==> src/rtl/door_lock_pkg.sv <==
// Shared types, constants and helpers for the keypad door lock.
// Optional feature macro used by the lock: RANDOM_KEYPAD_EN (scrambled keypad LFSR).
package door_lock_pkg;

    typedef enum logic [1:0] {
        LOCKED   = 2'd0,
        UNLOCKED = 2'd1,
        SET      = 2'd2,
        ALERT    = 2'd3
    } lock_state_e;

    localparam logic [3:0]  BLANK_NIBBLE  = 4'hF;
    localparam logic [15:0] BLANK_DISPLAY = {4{BLANK_NIBBLE}};
    localparam logic [15:0] ALERT_DISPLAY = 16'hEEEE;
    localparam int          DIGIT_CNT_W   = 3;
    localparam int          TIMER_W       = 16;

    // Fibonacci LFSR, taps 10 and 7; a nonzero state never maps to zero.
    function automatic logic [9:0] lfsr_step(input logic [9:0] cur);
        return {cur[8:0], cur[9] ^ cur[6]};
    endfunction

    function automatic logic [3:0] onehot_to_digit(input logic [9:0] keys);
        logic [3:0] val;
        val = 4'd0;
        for (int i = 0; i < 10; i++) begin
            if (keys[i]) begin
                val = 4'(i);
            end else begin
                val = val;
            end
        end
        return val;
    endfunction

endpackage

==> src/rtl/door_lock_ctrl_key_edge_detect.sv <==
// Rising-edge detector for a vector of synchronous key inputs; a held key pulses once.
module key_edge_detect #(
    parameter int W = 1
) (
    input  logic         clk,
    input  logic         reset,
    input  logic [W-1:0] keys,
    output logic [W-1:0] rise
);

    logic [W-1:0] prev_q;
    logic [W-1:0] prev_d;

    // Previous-sample register.
    always_ff @(posedge clk) begin
        if (reset) begin
            prev_q <= '0;
        end else begin
            prev_q <= prev_d;
        end
    end

    // Edge pulse and next previous-sample value.
    always_comb begin
        prev_d = keys;
        rise   = keys & ~prev_q;
    end

endmodule

==> src/rtl/door_lock_ctrl.sv <==
// Keypad door lock: 4-digit BCD password, alert lockout, auto relock, password change.
// Define RANDOM_KEYPAD_EN to build the scrambled keypad LFSR on random_button.
module door_lock_ctrl
    import door_lock_pkg::*;
#(
    parameter logic [15:0] DEFAULT_PW       = 16'h0000,
    parameter int          MAX_FAIL         = 3,
    parameter int          LOCKOUT_CYCLES   = 20,
    parameter int          AUTO_LOCK_CYCLES = 40,
    parameter logic [9:0]  LFSR_SEED        = 10'h2A5
) (
    input  logic        clk,
    input  logic        reset,
    input  logic [9:0]  button,
    input  logic        star,
    input  logic        hash,
    input  logic        open_button,
    input  logic        close_sensor,
    output logic [15:0] display,
    output logic [9:0]  random_button,
    output logic        alert,
    output logic        unlock
);

    localparam int                 FAIL_W     = $clog2(MAX_FAIL + 1);
    localparam logic [FAIL_W-1:0]  MAX_FAIL_V = FAIL_W'(MAX_FAIL);
    localparam logic [TIMER_W-1:0] LOCK_LIM   = TIMER_W'(LOCKOUT_CYCLES);
    localparam logic [TIMER_W-1:0] AUTO_LIM   = TIMER_W'(AUTO_LOCK_CYCLES);

    logic [9:0]             dig_e_s;
    logic [3:0]             ctl_e_s;
    logic                   star_e_s, hash_e_s, open_e_s, close_e_s;
    logic                   digit_ok_s, digit_take_s, leave_s;
    logic [3:0]             digit_val_s;
    logic [15:0]            buf_app_s;
    logic [FAIL_W-1:0]      fail_inc_s;
    logic [TIMER_W-1:0]     timer_inc_s;

    lock_state_e            state_q, state_d;
    logic [15:0]            pw_q, pw_d, buf_q, buf_d, display_q, display_d;
    logic [DIGIT_CNT_W-1:0] cnt_q, cnt_d;
    logic [FAIL_W-1:0]      fail_q, fail_d;
    logic [TIMER_W-1:0]     timer_q, timer_d;
    logic                   unlock_q, unlock_d, alert_q, alert_d;

    key_edge_detect #(.W(10)) u_digit_edge (
        .clk(clk), .reset(reset), .keys(button), .rise(dig_e_s)
    );

    key_edge_detect #(.W(4)) u_ctrl_edge (
        .clk(clk), .reset(reset),
        .keys({close_sensor, open_button, hash, star}), .rise(ctl_e_s)
    );

    // Decode control edges and the single-digit key value.
    always_comb begin
        star_e_s    = ctl_e_s[0];
        hash_e_s    = ctl_e_s[1];
        open_e_s    = ctl_e_s[2];
        close_e_s   = ctl_e_s[3];
        digit_ok_s  = $onehot(dig_e_s);
        digit_val_s = onehot_to_digit(dig_e_s);
    end

    // Entry buffer with the new digit placed after those already entered.
    always_comb begin
        case (cnt_q)
            3'd0:    buf_app_s = {digit_val_s, buf_q[11:0]};
            3'd1:    buf_app_s = {buf_q[15:12], digit_val_s, buf_q[7:0]};
            3'd2:    buf_app_s = {buf_q[15:8], digit_val_s, buf_q[3:0]};
            3'd3:    buf_app_s = {buf_q[15:4], digit_val_s};
            default: buf_app_s = buf_q;
        endcase
    end

    // State register and datapath registers.
    always_ff @(posedge clk) begin
        if (reset) begin
            state_q <= LOCKED;
            pw_q    <= DEFAULT_PW;
            buf_q   <= BLANK_DISPLAY;
            cnt_q   <= 3'd0;
            fail_q  <= FAIL_W'(0);
            timer_q <= TIMER_W'(0);
        end else begin
            state_q <= state_d;
            pw_q    <= pw_d;
            buf_q   <= buf_d;
            cnt_q   <= cnt_d;
            fail_q  <= fail_d;
            timer_q <= timer_d;
        end
    end

    // Next-state logic; close beats open beats star/hash beats digits.
    always_comb begin
        state_d      = state_q;
        pw_d         = pw_q;
        buf_d        = buf_q;
        cnt_d        = cnt_q;
        fail_d       = fail_q;
        timer_d      = timer_q;
        digit_take_s = 1'b0;
        fail_inc_s   = fail_q + FAIL_W'(1);
        timer_inc_s  = timer_q + TIMER_W'(1);
        case (state_q)
            LOCKED: begin
                if (open_e_s) begin
                    state_d = UNLOCKED;
                end else if (star_e_s) begin
                    if (cnt_q == 3'd0) begin
                        state_d = LOCKED;
                    end else if ((cnt_q == 3'd4) && (buf_q == pw_q)) begin
                        state_d = UNLOCKED;
                        fail_d  = FAIL_W'(0);
                    end else begin
                        fail_d  = fail_inc_s;
                        buf_d   = BLANK_DISPLAY;
                        cnt_d   = 3'd0;
                        state_d = (fail_inc_s >= MAX_FAIL_V) ? ALERT : LOCKED;
                    end
                end else if (hash_e_s) begin
                    buf_d = BLANK_DISPLAY;
                    cnt_d = 3'd0;
                end else begin
                    digit_take_s = digit_ok_s && (cnt_q < 3'd4);
                end
            end
            UNLOCKED: begin
                if (close_e_s) begin
                    state_d = LOCKED;
                end else if (open_e_s) begin
                    timer_d = TIMER_W'(0);
                end else if (star_e_s || hash_e_s) begin
                    state_d = SET;
                end else if (timer_inc_s >= AUTO_LIM) begin
                    state_d = LOCKED;
                end else begin
                    timer_d = timer_inc_s;
                end
            end
            SET: begin
                if (close_e_s) begin
                    state_d = LOCKED;
                end else if (star_e_s || hash_e_s) begin
                    pw_d    = (cnt_q == 3'd4) ? buf_q : pw_q;
                    state_d = UNLOCKED;
                end else begin
                    digit_take_s = digit_ok_s && (cnt_q < 3'd4);
                end
            end
            ALERT: begin
                if (open_e_s) begin
                    state_d = UNLOCKED;
                    fail_d  = FAIL_W'(0);
                end else if (timer_inc_s >= LOCK_LIM) begin
                    state_d = LOCKED;
                    fail_d  = FAIL_W'(0);
                end else begin
                    timer_d = timer_inc_s;
                end
            end
            default: begin
                state_d = LOCKED;
            end
        endcase
        buf_d   = digit_take_s ? buf_app_s : buf_d;
        cnt_d   = digit_take_s ? (cnt_q + 3'd1) : cnt_d;
        leave_s = (state_d != state_q);
        buf_d   = leave_s ? BLANK_DISPLAY : buf_d;
        cnt_d   = leave_s ? 3'd0 : cnt_d;
        timer_d = leave_s ? TIMER_W'(0) : timer_d;
    end

    // Output decode from the next state so registered outputs track the state.
    always_comb begin
        case (state_d)
            LOCKED:   display_d = buf_d;
            SET:      display_d = buf_d;
            UNLOCKED: display_d = BLANK_DISPLAY;
            ALERT:    display_d = ALERT_DISPLAY;
            default:  display_d = BLANK_DISPLAY;
        endcase
        unlock_d = (state_d == UNLOCKED) || (state_d == SET);
        alert_d  = (state_d == ALERT);
    end

    // Output registers.
    always_ff @(posedge clk) begin
        if (reset) begin
            display_q <= BLANK_DISPLAY;
            unlock_q  <= 1'b0;
            alert_q   <= 1'b0;
        end else begin
            display_q <= display_d;
            unlock_q  <= unlock_d;
            alert_q   <= alert_d;
        end
    end

    assign display = display_q;
    assign unlock  = unlock_q;
    assign alert   = alert_q;

`ifdef RANDOM_KEYPAD_EN
    logic [9:0] lfsr_q, lfsr_d;

    // Scramble LFSR steps once per digit accepted into the buffer.
    always_ff @(posedge clk) begin
        if (reset) begin
            lfsr_q <= LFSR_SEED;
        end else begin
            lfsr_q <= lfsr_d;
        end
    end

    // Next LFSR value.
    always_comb begin
        lfsr_d = digit_take_s ? lfsr_step(lfsr_q) : lfsr_q;
    end

    assign random_button = lfsr_q;
`else
    // Seed is only meaningful with the scrambler built; the output stays zero.
    assign random_button = LFSR_SEED & 10'h000;
`endif

endmodule

==> config.mk <==
export PLATFORM = sky130hd
export DESIGN_NAME = door_lock_ctrl
export DESIGN_NICKNAME = d
export VERILOG_FILES = /design/src/rtl/door_lock_pkg.sv /design/src/rtl/door_lock_ctrl_key_edge_detect.sv /design/src/rtl/door_lock_ctrl.sv
export SDC_FILE = /design/constraint.sdc
export NUM_CORES = 1
export LEC_CHECK = 0
export ABC_AREA = 1
export CORE_MARGIN = 2
export CORE_UTILIZATION = 25
export DETAILED_ROUTE_END_ITERATION = 16
export PLACE_DENSITY = 0.54
export REMOVE_ABC_BUFFERS = 1
export SYNTH_ARGS = -nofsm -noshare
export SYNTH_HDL_FRONTEND = slang
export SYNTH_SLANG_ARGS = --single-unit
==> constraint.sdc <==
create_clock -name clk -period 4.67 [get_ports clk]
set_clock_uncertainty 0.2 [all_clocks]
set_input_delay 0.934 -clock clk [delete_from_list [all_inputs] [get_ports clk]]
set_output_delay 0.934 -clock clk [all_outputs]
set_load 0.02 [all_outputs]
==> reports/metrics.cfg, run 1 <==
[clocking]
path_clk_slew_ns=0.07
clkLatencyLatePin_ns=0.35
cts_buffer_depth=2
cts_num_sinks=87
cts_root_buffer=clkbuf_16
cts_buffers=9
cts_hold_buf=0
htreeDepth=3
cts_tree=yes

[routing]
vias=4172
drt_iter0_markers=192
wl_per_cell_um=12.1
wirelength_mm=11.3
drtAntennaViolNets=0
first_pass_iters=4
detail_route.vias_per_cell=4.45
route.detailed.drc=0

[setup_path]
cp-start-kind=input pin
cp_top_family=adder cells
critPathBufInv=5
ff2ff_path_depth=16
worst-path-stages=18
arrival_ns=4.49
reg2reg_slack_ns=0.57
crit_type=input pin to flop
cp.required_ns=4.69
cp_cell_sequence=buf_6, inv_4, or2_4, fa_1, fa_1, fa_1, inv_1, ha_2, inv_2, fa_1, nand4_1, nor2_1, nand2_1, nor3_2, buf_4, o221ai_1, o21ai_0, nand3_2
max_stage_delay_ns=0.53
cp_max_fo=6
cp_slowest_cell=fa_1
regToRegEndpoint=display[10]
r2r-start=u_digit_edge.prev_q[0]
cp-end-kind=flop
crit_top_cell=fa_1

[grt]
antenna_found_initial=0
grt_max_degree=26
overflow=0
grt_pass1_vias=3973
grt_use_total=0.120
grt_pass1_wl_mm=19.3

[place]
routabilityCongestion=0.813
dpl.hpwl_mm=8.44
dp_slack_ns=-0.649
port_buffers=33

[logic_synthesis]
synthTopCellsByArea=dfxtp_1 (37%), nand2_1 (12%), nor2_1 (7.6%)
synth_area_um2=4670
synth_seq_area_share=0.373
ys_seq_elements=87
avgSynthCellArea_um2=7.10
synth_top_area_frac=0.373
yosysUniqueCellTypes=44
synthCells=658
ys_warn_count=0
yosysTopAreaCell=dfxtp_1

[floorplan]
die_area_um2=19800
design.core.area_um2=18100
std_cell_rows=49
dieWidth_um=141
die_h_um=141
start_util=0.257
io_pins=44

[finish]
multi_input_area_um2=2490
final_cell_mix=nand2_1 (150), nor2_1 (91), dfxtp_1 (87)
syn_to_final_growth_pct=20.7
final_common_cell=nand2_1
n_fill_cell=2035
drive_above_1_share=0.127
nNetsFinal=737
final-seq-area_um2=1740
diodes=0

[sta]
tns_ns=0
worst_slew_pin_slew_ns=0.820
slew_violations=0
min_period_ns=4.47
worst_slack_ns=0.203
slew_headroom=0.452
timing.fmax_ghz=0.224
timing.final.crit_share=0.957
rsz0062_at_grt=true
hold_viol=0
setup-violations-final=0

[worst_hold_path]
hold_path_end=timer_q[15]
worstHoldPathCells=2
hp-start=timer_q[15]
min_path_type=flop to flop

[outcome]
status=complete, no violations

[pwr]
p_leak_nw=2.41
ir_worst_vdd_mv=0.148
p_total_mw=2.20
pwr_density_cell_nw_per_um2=390

[run]
max-cap-violations=0

## Yosys cell counts (all sizes together)
library cell and number:
nand4 14, fa 6, buf 16, a211oi 1, a21oi 22, nand3 42
nor3 7, nor3b 1, o211ai 4, nor4 3, a21boi 1, o22ai 12
or2 7, o21bai 1, inv 91, xor2 3, o31ai 1, o221ai 1
conb 1, a22oi 1, a31oi 4, clkbuf 8, ha 11, clkinv 1
o21ai 45, nand3b 1, nand2 156, xnor2 10, dfxtp 87, nor2 100
## final cells by class
type / count / area share
clock buffer: 9 / 0.0399
clock inverter: 7 / 0.0164
inverter: 92 / 0.0617
multi-input combinational: 464 / 0.442
sequential: 87 / 0.309
tap: 229 / 0.0508
timing repair buffer: 50 / 0.0801
## layer usage
metal / global-route usage / routed length, um / vias to the layer above
li1: - / - / 2174
met1: 0.163 / 5570 / 1899
met2: 0.190 / 5100 / 78
met3: 0.0245 / 410 / 21
met4: 0.0405 / 224 / 0
met5: 0 / 0 / -
## report_power, final
| part | total [mW] | switching, mW | internal, mW |
|---|---|---|---|
| logic | 0.619 | 0.403 | 0.216 |
| clock network | 0.759 | 0.332 | 0.428 |
| registers | 0.820 | 0.0365 | 0.783 |
## tightest hold or removal path: cells and delay by family, from the launching register on
kind             cells  cell delay, ns
DFF                  1            0.32
and+or+nand+nor      2            0.10
## repair_timing
item	in CTS	in global routing
resized for setup	25	18
setup endpoints to repair	34	34
buffers inserted	0	4
cloned	0	0
pin swaps	16	14
## cells by family (layout without fill, tap and decap cells)
kind of cell             Yosys count  after routing  share of synthesized area
other                              1             10                   0.000803
flip-flops                        87             87                      0.373
AND/OR/NAND/NOR                  331            331                      0.329
XOR/XNOR                          13             13                     0.0244
buffers and inverters            116            158                      0.109
AO/OA/AOI/OAI                     93             93                      0.110
adder cells (fa/ha/maj)           17             17                     0.0552
## state kept, by name (all words and copies together), names as in the netlist
| name | count |
|---|---|
| timer_q | 16 |
| state_q | 2 |
| unlock | 1 |
| u_digit_edge.prev_q | 10 |
| display | 16 |
| u_ctrl_edge.prev_q | 4 |
| pw_q | 16 |
| buf_q | 16 |
| alert | 1 |
| fail_q | 2 |
| cnt_q | 3 |
## metrics by stage
| stage | hold WS, ns | instance area, um2 | cells | util |
|---|---|---|---|---|
| final | 0.258 | 5640 | 938 | 0.311 |
| after CTS | 0.261 | 5590 | 934 | 0.308 |
| after global routing | 0.281 | 5640 | 938 | 0.311 |
| after global placement | 0.250 | 5260 | 918 | 0.290 |
| after detailed placement | 0.250 | 5260 | 918 | 0.290 |
| after floorplan | 0.236 | 4540 | 643 | - |
## worst max path at each step
stage,start,end
after floorplan,button[3],buf_q[0]
final,button[0],display[10]
after global routing,button[0],buf_q[4]
after global placement,button[3],buf_q[0]
after CTS,button[1],buf_q[8]
after detailed placement,button[3],buf_q[0]
Power figures use the tool's default switching activity.
==> run 2: changes to the inputs <==
- ABC_CLOCK_PERIOD_IN_PS: unset -> 4670
==> results of run 2 <==
No change in the layout: final DEF, timing and power equal those of run 1.
==> run 3: changes to the inputs <==
- PLACE_DENSITY: 0.54 -> 0.48
- SKIP_CTS_REPAIR_TIMING: unset -> 1
==> run 3 against run 2 <==
Effect of this change: utilization up 0.40 points; total power increased by 2.2%; sequential cell count unchanged; fmax is 3.0% lower; highest routed layer unchanged.
==> reports/metrics.cfg, run 3 (synthesis results as in run 1) <==
[sta]
timing.final.crit_share=0.987
hold_viol=0
slew_headroom=0.464
min_period_ns=4.61
worst_slack_ns=0.0627
tns_ns=0
timing.fmax_ghz=0.217
worst_slew_pin_slew_ns=0.803
slew_violations=0
setup-violations-final=0
rsz0062_at_grt=true

[place]
dpl.hpwl_mm=8.60
port_buffers=33
routabilityCongestion=0.848
dp_slack_ns=-0.644
dp.cells=921
place_area_um2=5290

[routing]
first_pass_iters=5
drtAntennaViolNets=0
drt_iter0_markers=235
vias=4136
wl_per_cell_um=12.5
route.detailed.drc=0
wirelength_mm=11.7
detail_route.vias_per_cell=4.40

[setup_path]
reg2reg_slack_ns=0.46
crit_start=button[0]
crit_top_cell=fa_1
arrival_ns=4.63
cp_slowest_cell=fa_1
cp-end-kind=flop
cp.required_ns=4.69
r2r-start=u_digit_edge.prev_q[0]
endpoint=buf_q[8]
cp_max_fo=5
crit_type=input pin to flop
cp_cell_sequence=buf_6, inv_2, or2_4, fa_1, fa_1, fa_1, inv_1, ha_2, inv_2, fa_1, nand4_1, nor2_1, nand2_1, nor3_2, buf_4, o211ai_1, o21ai_1, nand4_1, nand2_1, nand2_1
regToRegEndpoint=buf_q[8]
ff2ff_path_depth=18
max_stage_delay_ns=0.55
cp-start-kind=input pin

[floorplan]
design.core.area_um2=18100
io_pins=44
std_cell_rows=49
start_util=0.257
die_area_um2=19800
die_h_um=141
dieWidth_um=141

[run]
max-cap-violations=0

[clocking]
cts_root_buffer=clkbuf_16
cts_num_sinks=87
cts_buffer_depth=2
path_clk_slew_ns=0.07
cts_buffers=9
clkLatencyLatePin_ns=0.35
cts_tree=yes
htreeDepth=3

[finish]
multi_input_area_um2=2510
syn_to_final_growth_pct=22.3
diodes=0
n_fill_cell=2010
finalNonFillerCells=940
final-seq-area_um2=1740
nNetsFinal=739
postLayoutCellArea_um2=5710
final_cell_mix=nand2_1 (150), nor2_1 (91), dfxtp_1 (87)
final_common_cell=nand2_1
drive_above_1_share=0.129

[grt]
grt_use_total=0.126
overflow=0
antenna_found_initial=0
grt_pass1_wl_mm=20.0
grt_max_degree=26
grt_pass1_vias=3979

[pwr]
pwr_density_cell_nw_per_um2=393
p_leak_nw=2.46
ir_worst_vdd_mv=0.135

[outcome]
status=complete, no violations

[worst_hold_path]
min_path_type=flop to flop

## run 3: cell count changes in the layout (fill, tap and decap cells not counted), moves of 2 or more
| cell | before | now |
|---|---|---|
| dlymetal6s2s_1 | 0 | 4 |
| inv_2 | 10 | 12 |
| clkbuf_2 | 2 | 0 |
| o21ai_0 | 40 | 35 |
| inv_8 | 2 | 0 |
| inv_6 | 0 | 2 |
| o21ai_1 | 5 | 9 |
## run 3: worst min-delay path by stage
stage / startpoint / endpoint / cells after the start
global placement: pw_q[0] / pw_q[0] / 2
global route: pw_q[0] / pw_q[0] / 2
CTS: timer_q[15] / timer_q[15] / 2
detailed placement: timer_q[15] / timer_q[15] / 2
finish: timer_q[15] / timer_q[15] / 2
floorplan: timer_q[15] / timer_q[15] / 2
## run 3: per-layer routing
metal,vias up,track usage,share of wire
met4,0,0.0532,0.010
li1,2181,-,-
met5,-,0,0
met1,1870,0.173,0.50
met3,9,0.0163,0.041
met2,76,0.199,0.45
## run 3: power by group
part | internal (mW) | total [mW] | switching [mW] | leakage (nW)
Clock | 0.474 | 0.792 | 0.318 | 0.157
Combinational | 0.224 | 0.636 | 0.411 | 1.60
Sequential | 0.783 | 0.819 | 0.0354 | 0.709
Total | 1.48 | 2.25 | 0.765 | 2.46
## run 3: metrics by stage
| stage | utilization | hold WS [ns] | total power [mW] |
|---|---|---|---|
| floorplan | - | 0.236 | 1.24 |
| global route | 0.315 | 0.315 | 2.38 |
| finish | 0.315 | 0.284 | 2.25 |
| detailed placement | 0.292 | 0.280 | 1.46 |
| global placement | 0.292 | 0.277 | 1.46 |
| CTS | 0.310 | 0.291 | 2.26 |
## run 3: worst max-delay path, delay by kind of cell
family                     cells  cell delay, ns
adders and majority gates      5            2.15
AOI/OAI and AO/OA              2            0.17
buffers and inverters          5            0.38
and+or+nand+nor                8            1.01
## run 3: cell type report
cell class                 count  share of cell area
multi-input combinational    464               0.439
clock buffer                   9              0.0394
sequential                    87               0.305
timing repair buffer          52              0.0878
inverter                      92              0.0605
tap                          229              0.0502
clock inverter                 7              0.0180
